==> src/rtl/pixel_frame_sequencer_if.sv <==
// Row hand-off bus between the frame sequencer and the pixel read-out path:
// one-hot row select, row number and a valid/ready handshake.
interface pixel_frame_sequencer_if #(
  parameter int ROWS = 2
) ();
  localparam int ROW_W = (ROWS > 1) ? $clog2(ROWS) : 1;

  logic [ROWS-1:0]  read;
  logic [ROW_W-1:0] row_index;
  logic             row_valid;
  logic             row_ready;

  modport master (
    output read,
    output row_index,
    output row_valid,
    input  row_ready
  );

  modport slave (
    input  read,
    input  row_index,
    input  row_valid,
    output row_ready
  );
endinterface

==> src/rtl/pixel_frame_sequencer.sv <==
// Global-shutter frame sequencer: erase, expose, ADC ramp convert, then rows
// handed out one at a time over a valid/ready handshake.
module pixel_frame_sequencer #(
  parameter int ROWS         = 2,
  parameter int DATA_W       = 8,
  parameter int EXP_W        = 16,
  parameter int ERASE_CYCLES = 5
) (
  input  logic                 clk,
  input  logic                 reset,
  input  logic                 start,
  input  logic                 continuous,
  input  logic                 abort,
  input  logic [EXP_W-1:0]     exposure_cycles,
  output logic                 erase,
  output logic                 expose,
  output logic                 convert,
  output logic [DATA_W-1:0]    adc_count,
  output logic                 busy,
  output logic                 frame_done,
  pixel_frame_sequencer_if.master row_bus
);

  localparam int ROW_W   = (ROWS > 1) ? $clog2(ROWS) : 1;
  localparam int ERASE_W = $clog2(ERASE_CYCLES + 1);
  localparam int WIDE_W  = (EXP_W > DATA_W) ? EXP_W : DATA_W;
  localparam int CNT_W   = (WIDE_W > ERASE_W) ? WIDE_W : ERASE_W;

  typedef enum logic [2:0] {
    IDLE,
    ERASE,
    EXPOSE,
    CONVERT,
    SETTLE,
    READ
  } state_t;

  state_t             state_q, state_d;
  logic [CNT_W-1:0]   cnt_q, cnt_d;
  logic [ROW_W-1:0]   row_q, row_d;
  logic [EXP_W-1:0]   nexp_q, nexp_d;
  logic               frame_done_q, frame_done_d;
  logic [EXP_W-1:0]   exp_sat;
  logic [ROWS-1:0]    read_c;
  logic [ROW_W-1:0]   row_index_c;
  logic               row_valid_c;

  always_ff @(posedge clk) begin
    if (reset) begin
      state_q      <= IDLE;
      cnt_q        <= '0;
      row_q        <= '0;
      nexp_q       <= '0;
      frame_done_q <= 1'b0;
    end else begin
      state_q      <= state_d;
      cnt_q        <= cnt_d;
      row_q        <= row_d;
      nexp_q       <= nexp_d;
      frame_done_q <= frame_done_d;
    end
  end

  // One shared phase counter; it restarts at 0 on every phase change.
  always_comb begin
    state_d      = state_q;
    cnt_d        = cnt_q;
    row_d        = row_q;
    nexp_d       = nexp_q;
    frame_done_d = 1'b0;
    exp_sat      = (exposure_cycles == '0) ? EXP_W'(1) : exposure_cycles;

    case (state_q)
      IDLE: begin
        if (start) begin
          nexp_d  = exp_sat;
          cnt_d   = '0;
          state_d = ERASE;
        end
      end
      ERASE: begin
        if (cnt_q == CNT_W'(ERASE_CYCLES - 1)) begin
          cnt_d   = '0;
          state_d = EXPOSE;
        end else begin
          cnt_d = cnt_q + CNT_W'(1);
        end
      end
      EXPOSE: begin
        if (cnt_q == CNT_W'(nexp_q - EXP_W'(1))) begin
          cnt_d   = '0;
          state_d = CONVERT;
        end else begin
          cnt_d = cnt_q + CNT_W'(1);
        end
      end
      CONVERT: begin
        if (cnt_q == CNT_W'({DATA_W{1'b1}})) begin
          cnt_d   = '0;
          row_d   = '0;
          state_d = SETTLE;
        end else begin
          cnt_d = cnt_q + CNT_W'(1);
        end
      end
      SETTLE: begin
        state_d = READ;
      end
      READ: begin
        if (row_bus.row_ready) begin
          if (row_q == ROW_W'(ROWS - 1)) begin
            frame_done_d = 1'b1;
            row_d        = '0;
            cnt_d        = '0;
            if (continuous) begin
              nexp_d  = exp_sat;
              state_d = ERASE;
            end else begin
              state_d = IDLE;
            end
          end else begin
            row_d   = row_q + ROW_W'(1);
            state_d = SETTLE;
          end
        end
      end
      default: begin
        state_d = IDLE;
      end
    endcase

    // Abort wins over start and suppresses the pending frame_done pulse.
    if (abort) begin
      state_d      = IDLE;
      cnt_d        = '0;
      row_d        = '0;
      frame_done_d = 1'b0;
    end
  end

  always_comb begin
    erase       = (state_q == ERASE);
    expose      = (state_q == EXPOSE);
    convert     = (state_q == CONVERT);
    busy        = (state_q != IDLE);
    frame_done  = frame_done_q;
    adc_count   = '0;
    read_c      = '0;
    row_index_c = '0;
    row_valid_c = (state_q == READ);
    if (state_q == CONVERT) begin
      adc_count = cnt_q[DATA_W-1:0];
    end
    if ((state_q == SETTLE) || (state_q == READ)) begin
      read_c      = ROWS'(1) << row_q;
      row_index_c = row_q;
    end
  end

  assign row_bus.read      = read_c;
  assign row_bus.row_index = row_index_c;
  assign row_bus.row_valid = row_valid_c;

endmodule

==> src/flat_wrapper.sv <==
// flat-port wrapper written by rule: the top's interface ports become plain ports
module pixel_frame_sequencer_flat 
#(
  parameter int ROWS         = 2,
  parameter int DATA_W       = 8,
  parameter int EXP_W        = 16,
  parameter int ERASE_CYCLES = 5
)
  (clk, reset, start, continuous, abort, exposure_cycles, erase, expose, convert, adc_count, busy, frame_done, row_bus_read, row_bus_row_index, row_bus_row_valid, row_bus_row_ready);
  pixel_frame_sequencer_if #(.ROWS(ROWS)) row_bus_i ();
  input  logic clk;
  input  logic reset;
  input  logic start;
  input  logic continuous;
  input  logic abort;
  input  logic [EXP_W-1:0] exposure_cycles;
  output logic erase;
  output logic expose;
  output logic convert;
  output logic [DATA_W-1:0] adc_count;
  output logic busy;
  output logic frame_done;
  output wire logic [$bits(row_bus_i.read)-1:0] row_bus_read;
  output wire logic [$bits(row_bus_i.row_index)-1:0] row_bus_row_index;
  output wire logic [$bits(row_bus_i.row_valid)-1:0] row_bus_row_valid;
  input wire logic [$bits(row_bus_i.row_ready)-1:0] row_bus_row_ready;
  assign row_bus_read = row_bus_i.read;
  assign row_bus_row_index = row_bus_i.row_index;
  assign row_bus_row_valid = row_bus_i.row_valid;
  assign row_bus_i.row_ready = row_bus_row_ready;
  pixel_frame_sequencer #(.ROWS(ROWS), .DATA_W(DATA_W), .EXP_W(EXP_W), .ERASE_CYCLES(ERASE_CYCLES)) u_core (.clk(clk), .reset(reset), .start(start), .continuous(continuous), .abort(abort), .exposure_cycles(exposure_cycles), .erase(erase), .expose(expose), .convert(convert), .adc_count(adc_count), .busy(busy), .frame_done(frame_done), .row_bus(row_bus_i));
endmodule
==> config.mk <==
export PLATFORM = sky130hd
export DESIGN_NAME = pixel_frame_sequencer_flat
export DESIGN_NICKNAME = d
export VERILOG_FILES = /design/src/rtl/pixel_frame_sequencer_if.sv /design/src/rtl/pixel_frame_sequencer.sv /design/src/flat_wrapper.sv
export SDC_FILE = /design/constraint.sdc
export NUM_CORES = 1
export LEC_CHECK = 0
export BUFFER_PORTS_ARGS = -buffer_cell sky130_fd_sc_hd__buf_2
export CAP_MARGIN = 10
export CELL_PAD_IN_SITES_DETAIL_PLACEMENT = 0
export CELL_PAD_IN_SITES_GLOBAL_PLACEMENT = 1
export CORE_ASPECT_RATIO = 0.6
export CORE_MARGIN = 3
export CORE_UTILIZATION = 25
export CTS_CLUSTER_SIZE = 25
export DETAILED_ROUTE_END_ITERATION = 8
export GPL_TIMING_DRIVEN = 0
export PLACE_DENSITY = 0.52
export SKIP_CTS_REPAIR_TIMING = 1
export SLEW_MARGIN = 15
export SYNTH_ARGS = -nofsm -noshare
export SYNTH_HDL_FRONTEND = slang
export SYNTH_SLANG_ARGS = --single-unit
==> constraint.sdc <==
create_clock -name clk -period 4.9 [get_ports clk]
set_input_delay 0.735 -clock clk [delete_from_list [all_inputs] [get_ports clk]]
set_output_delay 0.735 -clock clk [all_outputs]
set_load 0.03 [all_outputs]
* Word level (Yosys, flattened, before mapping)
Cells that the tools add are included.
** Storage, ports and cells
- Bits of input ports :: 22
- Logic and storage cells :: 68
- Register bits :: 37
** Operators by class
- Multiplexer cells :: 29
- Shift-type cells :: 1
- Add/sub/neg operators :: 3
- Equality and inequality tests :: 15
- Reductions and logical operators :: 13
- Bitwise gates (word level) :: 2
** Operator list (number)
- two-way mux 16 bit :: 11
- case mux 16 bit (5 select lines) :: 1
- case mux 16 bit (2 select lines) :: 1
- two-way mux 3 bit :: 6
- case mux 3 bit (6 select lines) :: 1
- adder 16 x 1 -> 16 bit (second input constant) :: 1
- == test 16 bit :: 1
- == test 16 x 3 -> 1 bit (second input constant) :: 1
- == test 16 x 8 -> 1 bit (second input constant) :: 1
- zero test 16 bit :: 1
- subtractor 16 x 1 -> 16 bit (second input constant) :: 1
- != test 2 x 1 -> 1 bit (second input constant) :: 5
- AND reduction 5 bit :: 2
- two-way mux 8 bit :: 1
- == test 3 x 2 -> 1 bit (second input constant) :: 2
- == test 3 bit (second input constant) :: 2
- two-way mux 1 bit :: 6
- nonzero test 5 bit :: 1
- != test 2 bit (second input constant) :: 2
- AND reduction 4 bit :: 1
- nonzero test 2 bit :: 2
- OR reduction 4 bit :: 1
- == test 3 x 1 -> 1 bit (second input constant) :: 1
- zero test 3 bit :: 1
- 9 further kinds :: 10

* Depth between registers and ports, before layout
- Depth after elaboration :: 6
- Depth in mapped cells :: 11
- Mapped depth without buffers :: 9

* Worst setup path after synthesis
No wires, ideal clock.
- Kind :: register -> register
- From :: register u_core.nexp_q[0]
- To :: register u_core.cnt_q[3]
- Arrival time :: 2388 ps
- Data required time :: 4765 ps
- Cell stages (with the launch flop) :: 12
- Slack :: 2378 ps
- Cell sequence :: dfxtp_1 inv_1 ha_1 clkbuf_1 nor3b_1 nand2_1 xor2_1 a2111oi_4 nand4_4 buf_6 a31oi_1 a31oi_1
** Between the ends
- Word-level cells in the longest chain between the ends :: 4
** Ends and longest elaborated chain
- start, declared :: RTL line pixel_frame_sequencer.sv:41 : logic [EXP_W-1:0] nexp_q, nexp_d;
- start signal, assigned :: RTL line pixel_frame_sequencer.sv:59 : nexp_q <= nexp_d;
- subtractor 16 x 1 -> 16 bit :: RTL line pixel_frame_sequencer.sv:90 : if (cnt_q == CNT_W'(nexp_q - EXP_W'(1))) begin
- == test 16 bit :: RTL line pixel_frame_sequencer.sv:90
- two-way mux 16 bit :: RTL line pixel_frame_sequencer.sv:90
- case mux 16 bit (5 select lines) :: RTL line pixel_frame_sequencer.sv:73 : case (state_q)
- end signal, assigned :: RTL line pixel_frame_sequencer.sv:57 : cnt_q <= cnt_d;
- end, declared :: RTL line pixel_frame_sequencer.sv:39 : logic [CNT_W-1:0] cnt_q, cnt_d;
Every way passes these cells.
A chain may end at the register's enable or synchronous reset.

* Worst setup path in the final report
Same ends and word-level chain as after synthesis.

==> summary.md <==
| Metric | Value |
|---|---|
| Antenna violations before repair | 0 |
| Worst slew slack as a fraction of its limit | 33.2% |
| Final standard cell count with taps included and fillers excluded | 490 |
| Synthesis warning total | 0 |
| Sequential fraction of the synthesis area | 28.9% |
| Measured slew at the worst slew-check pin | 999 ps |
| Distinct cell type count after synthesis | 60 |
| End of the worst register-to-register path | u_core.cnt_q[3] |
| Predominant post-synthesis flop cell | dfxtp_1 |
| Hold path startpoint | u_core.cnt_q[9] |
| Total wire length | 7.67 mm |
| Input/output buffers | 37 |
| Aggregate negative setup slack | 0 ps |
| Layout Utilization | 31.9% |
| Maximum level of the CTS H-tree | 2 |
| Endpoint of the worst hold-timing path | u_core.cnt_q[9] |
| Max Fanout on Critical Path | 10 |
| Most common library cell in the layout ignoring fill and taps | buf_2 |
| Die H | 84.4 um |
| Clock-pin slew on the worst setup and hold paths | 60 ps |
| Total of flip-flops plus latches after synthesis | 37 |
| GRT Util Overall | 13.6% |
| CP dominant cell by count | a31oi_1 |
| DRC violation count after routing | 0 |
| Final hold violation count | 0 |
| Horizontal die dimension | 137 um |
| Arrival time reported for the critical path endpoint | 3280 ps |
| Largest voltage drop on the vdd net | 0.000121 V |
| Total power draw | 812 uW |
| Clock tree from TritonCTS | built |
| Cell area after synthesis | 2560 um^2 |
| Final-report max-slew violation count | 0 |
| Unrepaired setup endpoints after global routing | false |
| Number of max-cap violations | 0 |
| Ratio of final minimum period to clock period | 63.9% |
| Mean instance size in the synthesized netlist | 8.12 um^2 |
| Worst setup path category | reg -> reg |
| Number of fillers in the final layout | 1,022 |
| Number of nets in the layout | 384 |
| Number of nets still failing antenna checks after routing | 0 |
| Worst hold path class | reg -> reg |
| Via-per-instance ratio | 4.81 |
| # rows | 27 |
| Share of flip-flops with an asynchronous set or reset after synthesis | 0% |
| Residual overflow from global routing | 0 |
| Crit path cell chain | inv_1 > ha_1 > clkbuf_1 > nor3b_1 > nand2_1 > xor2_1 > a2111oi_4 > nand4_4 > buf_6 > a31oi_1 > a31oi_1 |
| Launching element type of the critical path | flip-flop |
| Leakage power figure | 1.23 nW |
| Via count of the first global-routing pass | 2,171 |
| Maximum number of pins on one net before global-route repair | 12 |
| Wire length of the first global-routing pass | 12.1 mm |
| EDFF count, synth | 0 |
| Average routed wire per standard cell | 15.7 um |
| Number of buffers inserted during clock tree synthesis | 5 |
| Length in cells of the worst reg-to-reg path | 11 |
| Worst skew pair latency | 290 ps |
| Minimum setup slack in the final design | 1770 ps |
| Final worst hold slack | 531 ps |
| Startpoint of the most critical register-to-register path | u_core.nexp_q[0] |
| Worst setup skew after layout | 3.72 ps |
| RePlAce Congestion | 0.789 |
| Crit-path slowest cell | nor3b_1 |
| Number of cells after detailed placement | 482 |
| Post-route design area | 3050 um^2 |
| Core area | 9560 um^2 |
| Top Ports | 39 |
| Commonest cells after routing, fill and taps aside | buf_2 (43), dfxtp_1 (37), nor2_1 (32), nand2_1 (24), nand3_1 (19) |
| Register-to-register setup slack | 1770 ps |
| Number of detailed-route iterations in the first pass | 4 |
| Worst path max stage delay | 620 ps |
| Number of nets in the synthesized netlist | 340 |
| Die Area | 11,500 um^2 |
| Worst hold path cell count | 1 |
| Number of buffers between clock root and the deepest sink | 2 |
| Count of final setup violators | 0 |
| Clock Root Buffer | clkbuf_16 |
| Run status | completed |
| Number of DRC markers in iteration 0 | 159 |
| Kind of end point of the critical path | flip-flop |
| Via count of the routed design | 2,358 |
| HPWL reported at the end of detailed placement | 5.91 mm |
| Top achievable clock speed | 319 MHz |
| Clock sinks | 37 |
| Area growth from synthesis to layout | 19.0% |
| Layout cells sized above 1 | 19.4% |
| Worst path bufs/invs | 3 |
| Top delay family on crit path | simple AND/OR/NAND/NOR gates |
| Placement Setup Slack | 1790 ps |
| Total cell area at the placement stage | 2910 um^2 |
| Data required time of the worst path | 5050 ps |
| Areal power density over the cells | 267 nW/um^2 |
| Synthesized instance count | 315 |
| Post-layout minimum cycle time | 3130 ps |
| Diodes inserted | 0 |
| Initial standard-cell utilization of the core | 26.8% |
==> layer usage <==
metal / wire (um) / global-route usage, % / share of wire (%)
met1: 4560 / 22.7 / 59
met2: 2800 / 16.6 / 36
met3: 290 / 3.29 / 3.8
met4: 19 / 3.29 / 0.25
met5: 0 / 0 / 0
==> logic make-up after synthesis <==
kind of cell / share of synthesized area [%]
flip-flops: 28.9
XOR/XNOR: 9.10
AO/OA/AOI/OAI: 16.3
adder cells (fa/ha/maj): 1.47
buffers and inverters: 6.60
AND/OR/NAND/NOR: 31.7
multiplexers: 5.87
==> final cells by class <==
| cell class | instances | area [um^2] | area share [%] |
|---|---|---|---|
| Multi-Input combinational cell | 244 | 1650 | 54.1 |
| Clock buffer | 6 | 129 | 4.23 |
| Tap cell | 130 | 163 | 5.34 |
| Timing Repair Buffer | 37 | 185 | 6.08 |
| Sequential cell | 37 | 741 | 24.3 |
| Clock inverter | 2 | 10.0 | 0.329 |
| Buffer | 25 | 135 | 4.44 |
| Inverter | 9 | 33.8 | 1.11 |
==> flip-flops by register name (all words and copies together) (netlist names) <==
| signal | count |
|---|---|
| u_core.cnt_q | 16 |
| u_core.nexp_q | 16 |
| u_core.state_q | 3 |
| u_core.frame_done | 1 |
| u_core.row_q | 1 |
==> worst max path at each step <==
| stage | to | cells past startpoint | slack [ps] | startpoint |
|---|---|---|---|---|
| after floorplan | u_core.cnt_q[3] | 11 | 2380 | u_core.nexp_q[0] |
| after global placement | u_core.cnt_q[3] | 11 | 1790 | u_core.nexp_q[0] |
| after detailed placement | u_core.cnt_q[3] | 11 | 1790 | u_core.nexp_q[0] |
| after CTS | u_core.cnt_q[3] | 11 | 1770 | u_core.nexp_q[0] |
| after global routing | u_core.cnt_q[3] | 11 | 1510 | u_core.nexp_q[0] |
| final | u_core.cnt_q[3] | 11 | 1770 | u_core.nexp_q[0] |
==> synth_stat cells (all sizes together), types with 6 or more instances <==
| cell | count | area, um^2 |
|---|---|---|
| nor3 | 12 | 60.1 |
| and3 | 8 | 50.1 |
| o21ai | 8 | 40.0 |
| buf | 12 | 86.3 |
| and2 | 7 | 43.8 |
| nor2 | 32 | 120 |
| a31oi | 13 | 87.6 |
| nor2b | 6 | 37.5 |
| clkbuf | 13 | 48.8 |
| dfxtp | 37 | 741 |
| a21oi | 7 | 38.8 |
| xor2 | 12 | 105 |
| inv | 9 | 33.8 |
| nand2 | 24 | 90.1 |
| a211oi | 6 | 50.1 |
| nand3 | 19 | 95.1 |
| mux2i | 15 | 150 |
| nand4 | 7 | 58.8 |
| xnor2 | 12 | 105 |
| nor4 | 7 | 58.8 |
==> report_power, final <==
part | leakage [nW] | switching [mW] | internal (mW)
Combinational | 0.863 | 0.0961 | 0.0714
Sequential | 0.301 | 0.0131 | 0.312
Clock | 0.0706 | 0.133 | 0.187
Total | 1.23 | 0.242 | 0.570
No activity file was read; power rests on OpenSTA's default activity.
